### config.mk
export PLATFORM = sky130hd
export DESIGN_NAME = pipe_adder
export DESIGN_NICKNAME = d
export VERILOG_FILES = /design/src/rtl/pipe_adder.sv
export SDC_FILE = /design/constraint.sdc
export NUM_CORES = 1
export LEC_CHECK = 0
export CAP_MARGIN = 20
export CELL_PAD_IN_SITES_DETAIL_PLACEMENT = 1
export CELL_PAD_IN_SITES_GLOBAL_PLACEMENT = 1
export CORE_UTILIZATION = 38
export DETAILED_ROUTE_END_ITERATION = 8
export GPL_TIMING_DRIVEN = 0
export HOLD_SLACK_MARGIN = 0.1
export PLACE_DENSITY_LB_ADDON = 0.1
export SLEW_MARGIN = 25
export SYNTH_ARGS = -nofsm -noshare
export SYNTH_HDL_FRONTEND = slang
export SYNTH_SLANG_ARGS = --single-unit
### constraint.sdc
create_clock -name clk -period 4.12 [get_ports clk]
set_clock_uncertainty 0.05 [all_clocks]
set_input_delay 1.236 -clock clk [delete_from_list [all_inputs] [get_ports clk]]
set_output_delay 1.236 -clock clk [all_outputs]
set_load 0.005 [all_outputs]
### src/rtl/pipe_adder.sv
// Segmented pipelined adder: N = WIDTH/SEG stages, SEG bits per stage.
// Optional ovf output when PIPE_ADDER_OVF_EN is defined.
//
// Ports:
//   clk        sole clock, rising edge
//   rst_n      asynchronous active-low reset
//   a, b, ci   operands and carry-in, taken on in_valid & in_ready
//   in_valid   operand set present
//   in_ready   block accepts an operand set (equals global advance)
//   sum, co    a+b+ci modulo 2^WIDTH and carry out of the MSB
//   out_valid  sum/co (and ovf) hold a valid result
//   out_ready  consumer accepts the result this cycle
//   ovf        signed overflow, only with PIPE_ADDER_OVF_EN
module pipe_adder #(
   parameter int WIDTH = 8,
   parameter int SEG   = 4
) (
   input  logic             clk,
   input  logic             rst_n,
   input  logic [WIDTH-1:0] a,
   input  logic [WIDTH-1:0] b,
   input  logic             ci,
   input  logic             in_valid,
   output logic             in_ready,
   output logic [WIDTH-1:0] sum,
   output logic             co,
   output logic             out_valid,
   input  logic             out_ready
`ifdef PIPE_ADDER_OVF_EN
   ,
   output logic             ovf
`endif
);

   localparam int N = WIDTH / SEG;

   // Per-stage state: operands travel with the transaction, the sum
   // accumulates completed segments, carry feeds the next segment.
   logic [WIDTH-1:0] a_q [N];
   logic [WIDTH-1:0] a_d [N];
   logic [WIDTH-1:0] b_q [N];
   logic [WIDTH-1:0] b_d [N];
   logic [WIDTH-1:0] s_q [N];
   logic [WIDTH-1:0] s_d [N];
   logic [N-1:0]     c_q;
   logic [N-1:0]     c_d;
   logic [N-1:0]     v_q;
   logic [N-1:0]     v_d;

   logic en;

   // One global stall: the whole pipe moves only if the last slot
   // is empty or being drained.
   assign en        = out_ready | ~v_q[N-1];
   assign in_ready  = en;
   assign out_valid = v_q[N-1];
   assign sum       = s_q[N-1];
   assign co        = c_q[N-1];

   always_comb begin
      logic [WIDTH-1:0] ap;
      logic [WIDTH-1:0] bp;
      logic [WIDTH-1:0] sp;
      logic             cin;
      logic             vin;
      logic [SEG:0]     seg;
      ap  = '0;
      bp  = '0;
      sp  = '0;
      cin = 1'b0;
      vin = 1'b0;
      seg = '0;
      for (int k = 0; k < N; k++) begin
         a_d[k] = '0;
         b_d[k] = '0;
         s_d[k] = '0;
      end
      c_d = '0;
      v_d = '0;
      for (int k = 0; k < N; k++) begin
         if (k == 0) begin
            ap  = a;
            bp  = b;
            sp  = '0;
            cin = ci;
            vin = in_valid;
         end else begin
            ap  = a_q[k-1];
            bp  = b_q[k-1];
            sp  = s_q[k-1];
            cin = c_q[k-1];
            vin = v_q[k-1];
         end
         seg = {1'b0, ap[k*SEG +: SEG]}
             + {1'b0, bp[k*SEG +: SEG]}
             + {{SEG{1'b0}}, cin};
         sp[k*SEG +: SEG] = seg[SEG-1:0];
         a_d[k] = ap;
         b_d[k] = bp;
         s_d[k] = sp;
         c_d[k] = seg[SEG];
         v_d[k] = vin;
      end
   end

   always_ff @(posedge clk or negedge rst_n) begin
      if (!rst_n) begin
         for (int k = 0; k < N; k++) begin
            a_q[k] <= '0;
            b_q[k] <= '0;
            s_q[k] <= '0;
         end
         c_q <= '0;
         v_q <= '0;
      end else if (en) begin
         for (int k = 0; k < N; k++) begin
            a_q[k] <= a_d[k];
            b_q[k] <= b_d[k];
            s_q[k] <= s_d[k];
         end
         c_q <= c_d;
         v_q <= v_d;
      end
   end

`ifdef PIPE_ADDER_OVF_EN
   logic ovf_q;
   logic ovf_d;
   logic cmsb;

   // Carry into the MSB recovered from the MSB sum bit and operands.
   assign cmsb  = a_d[N-1][WIDTH-1]
                ^ b_d[N-1][WIDTH-1]
                ^ s_d[N-1][WIDTH-1];
   assign ovf_d = cmsb ^ c_d[N-1];
   assign ovf   = ovf_q;

   always_ff @(posedge clk or negedge rst_n) begin
      if (!rst_n) begin
         ovf_q <= 1'b0;
      end else if (en) begin
         ovf_q <= ovf_d;
      end
   end
`endif

endmodule
==> run summary <==
The run finished with clean final reports. In the final routed layout, each cell accounts on average for 12.5 um. Summed over all instances, the cell type with the most area after synthesis is sky130_fd_sc_hd__dfrtp_1.

The run gives 3 as the total CTS buffers. The placer congestion estimate was 0.709; the all-layer global routing usage was 16.8%. In this run the static leakage power is 0.763 nW. The number of global-route vias before repair is 926, and the via-per-instance ratio is 4.64. Launching instance or port of the critical path: out_ready. The reg-to-reg endpoint was sum[5].

The DRC violation total after the first TritonRoute iteration is 18. The worst setup path is launched from an input port. The post-synthesis mux area share is 0%, and the synthesis-to-layout area growth is 31.8%.

Counting distinct cell types in the post-synthesis netlist gives 19. The vertical extent of the die came out at 58.1 um. Sequential elements use 50.2% of the synthesized area. Dividing the final minimum period by the clock period gives 94.5%. Counting along the longest clock path gives a buffer depth of 2. In the routed design, unresolved DRC markers number 0.

Power spread over the standard cell area amounts to 418 nW/um2. The number of antenna cells inserted is 0, and the final critical-path setup slack is 0.227 ns. The cell type of the slowest stage on the worst timing path is sky130_fd_sc_hd__clkdlybuf4s50_1. The startpoint identified for the worst hold timing path is v_q[0]. The die covers 3380 um2. Largest stage delay on the critical path: 0.51 ns. The data arrival time of the critical path is 2.61 ns, and the fraction of final layout cells with drive strength greater than 1 is 11.0%. After Yosys synthesis, and, or, nand and nor cells account for 18.7% of the synthesized area.

The clock period minus final worst setup slack is 3.89 ns, and the share of the synthesized area in the top cell type is 50.2%. The area fraction in compound gates after synthesis came out at 9.73%. Synthesis handed over a netlist of 121 instances. With fillers left out, the area of the finished cells amounts to 1580 um2. Summing the areas of all xor and xnor instances in the mapped netlist gives 2.20% of the synthesized area. The pin slew with the least headroom to its limit came out at 0.549 ns. The tightest min-delay check is of the flop to flop type. 32 I/O pins were placed.

The tightest slew margin relative to the limit came out at 63.4%. TritonCTS built the clock tree. Setup violations remaining at the end of the flow were counted as 0. The worst register-to-register path begins at a_d[4].

Across the VDD grid, the largest voltage drop is 179 uV. After clock tree synthesis, the clock-pin slew on the worst setup and hold paths is 0.13 ns. The number of enable flip-flop cells after synthesis is 0. The total standard cell area after synthesis came out at 1200 um2. Worst hold path endpoint: v_q[1]. When the netlist entered floorplanning its net count stood at 152. The run gives 0 as the final-report max-slew violation count.

Among the stages of the critical path, the cell type that occurs most often is sky130_fd_sc_hd__clkdlybuf4s50_1. The tools report the CTS root buffer as sky130_fd_sc_hd__clkbuf_4. STA puts the critical path data required time at 2.83 ns. The final layout contains routed wiring with a total length of 2460 um. Leaving out filler cells and counting taps, the final layout contains 197. Traced cell by cell, the critical path runs through clkdlybuf4s50_1 -> nor2b_4 -> inv_4 -> buf_6 -> clkdlybuf4s50_1. On the final layout, the worst hold slack is 0.430 ns. Yosys printed 0 warnings. The layout has 334 filler cells.

Across the run, the number of max-cap violations was 0. The worst setup path is of the input port to primary output kind. In this run the worst path has a maximum fanout of 10. The first global-routing pass estimated 4240 um of wire. The iteration count of the initial detailed-routing pass came out at 3. A synthesized cell averages 9.89 um2. Port buffering added 31 buffers. After clock tree synthesis, the setup repair step added 0 buffers. The final layout contains 188 nets. For the final antenna-violating net count, the log shows 0. The number of buffers and inverters on the critical path is 4. The most common cell in the synthesized netlist is sky130_fd_sc_hd__nand2_1. The tools report the core region area as 2880 um2. In this design, the largest share of critical-path delay is due to buffers and inverters. In this run, post-CTS repair resized a total of 0 instances.

The initial antenna violation count is 0. The worst setup path is captured at a primary output. In this run, post-CTS hold repair placed 0 buffers.

The number of flip-flops and latches in the synthesized netlist is 24, and the final hold violation count is 0. Ranked by instance count, the synthesized netlist is headed by sky130_fd_sc_hd__nand2_1, sky130_fd_sc_hd__dfrtp_1, sky130_fd_sc_hd__inv_1, sky130_fd_sc_hd__nor2_1, sky130_fd_sc_hd__ha_1. The maximum clock rate is 257 MHz, and the proportion of synthesized flip-flops having asynchronous set or reset is 100%. The placed instances occupy a cell area of 1550 um2. Summing the areas of all fa, ha and maj instances in the mapped netlist gives 13.0% of the synthesized area. Setup repair after global routing left no endpoint under its margin. The run gives 25 as the pin count of the biggest net entering global routing.

The most common flop cell mapped by yosys is sky130_fd_sc_hd__dfrtp_1. From left edge to right edge, the die measures 58.1 um. Adding up every negative setup slack in the final design gives 0 ns. After synthesis, the largest family of logic cells by area is simple AND/OR/NAND/NOR gates. For the worst flop-to-flop path, the logic depth is 4.

The total overflow reported by the global router is 0, and the worst hold path cell count is 1. The effective utilization at floorplan is 41.6%. The number of placed instances, taps included, is 194. Depth of the CTS H-tree: 1. Ranked by total cell area, the synthesized netlist is headed by sky130_fd_sc_hd__dfrtp_1, sky130_fd_sc_hd__nand2_1, sky130_fd_sc_hd__fa_1. Summing over every cut layer, the via total after detailed routing is 915.

The floorplan has 19 rows. The count of clock tree sinks was 24; the pre-CTS setup slack was 0.212 ns. For the reg-to-reg setup timing slack, the log shows 2.46 ns.

The estimated wirelength of the detail-placed design was 1870 um. Clock latency on the worst-skew pair, taken at its later pin, is 0.32 ns.
## metal layers
layer,global-route usage (%),up-vias,routed length (um)
li1,-,447,-
met1,22.3,445,1120
met2,28.2,20,1220
met3,2.68,3,78
met4,5.10,0,32
met5,0,-,0
## report_power, final
group          internal, mW  switching [mW]
clock                0.0343          0.0729
sequential            0.289          0.0284
combinational         0.133           0.101
total                 0.456           0.202
## per-stage QoR
| stage | total power [mW] | util (%) |
|---|---|---|
| floorplan | 0.437 | - |
| global placement | 0.553 | 54.2 |
| detailed placement | 0.562 | 54.0 |
| CTS | 0.671 | 54.8 |
| global route | 0.707 | 54.8 |
| finish | 0.659 | 54.8 |
## flip-flops by register name, indices dropped and copies added (netlist names)
signal / count
a_d: 4
b_d: 4
c_q: 2
s_d: 4
sum: 8
v_q: 2
## layout by cell type (no fill, tap or decap)
| cell type | count |
|---|---|
| sky130_fd_sc_hd__dfrtp_1 | 24 |
| sky130_fd_sc_hd__buf_6 | 3 |
| sky130_fd_sc_hd__clkdlybuf4s50_1 | 30 |
| sky130_fd_sc_hd__fa_1 | 4 |
| sky130_fd_sc_hd__nand2_1 | 44 |
| sky130_fd_sc_hd__buf_2 | 1 |
| sky130_fd_sc_hd__inv_4 | 1 |
| sky130_fd_sc_hd__o21ai_2 | 2 |
| sky130_fd_sc_hd__nor2b_4 | 1 |
| sky130_fd_sc_hd__a21o_1 | 2 |
| sky130_fd_sc_hd__xor2_1 | 3 |
| sky130_fd_sc_hd__o21ai_1 | 2 |
| sky130_fd_sc_hd__inv_1 | 7 |
| sky130_fd_sc_hd__a21oi_1 | 2 |
| sky130_fd_sc_hd__ha_1 | 6 |
| sky130_fd_sc_hd__clkbuf_4 | 3 |
| sky130_fd_sc_hd__nor2_1 | 7 |
| sky130_fd_sc_hd__o21ai_0 | 4 |
| sky130_fd_sc_hd__nand2b_1 | 1 |
| sky130_fd_sc_hd__a21oi_2 | 5 |
| sky130_fd_sc_hd__nor2b_1 | 2 |
| sky130_fd_sc_hd__buf_4 | 1 |
## worst max-delay path by stage
stage               end  depth (start not counted)
4_1_cts        in_ready                          5
3_3_place_gp   in_ready                          5
6_report       in_ready                          5
3_5_place_dp   in_ready                          5
2_1_floorplan  in_ready                          3
5_1_grt        in_ready                          5
## cells by family after synthesis
family | after synthesis
AOI/OAI and AO/OA | 17
and+or+nand+nor | 55
xor gates and xnor gates | 3
adders and majority gates | 10
DFF | 24
buffers and inverters | 12
## cell type report
type / instances / area, um2 / area share (%)
Sequential cell: 24 / 601 / 38.1
Multi-Input combinational cell: 85 / 522 / 33.1
Timing Repair Buffer: 31 / 305 / 19.4
Tap cell: 42 / 52.6 / 3.33
Buffer: 4 / 41.3 / 2.62
Inverter: 8 / 32.5 / 2.06
Clock buffer: 3 / 22.5 / 1.43
Power figures use the tool's default switching activity.
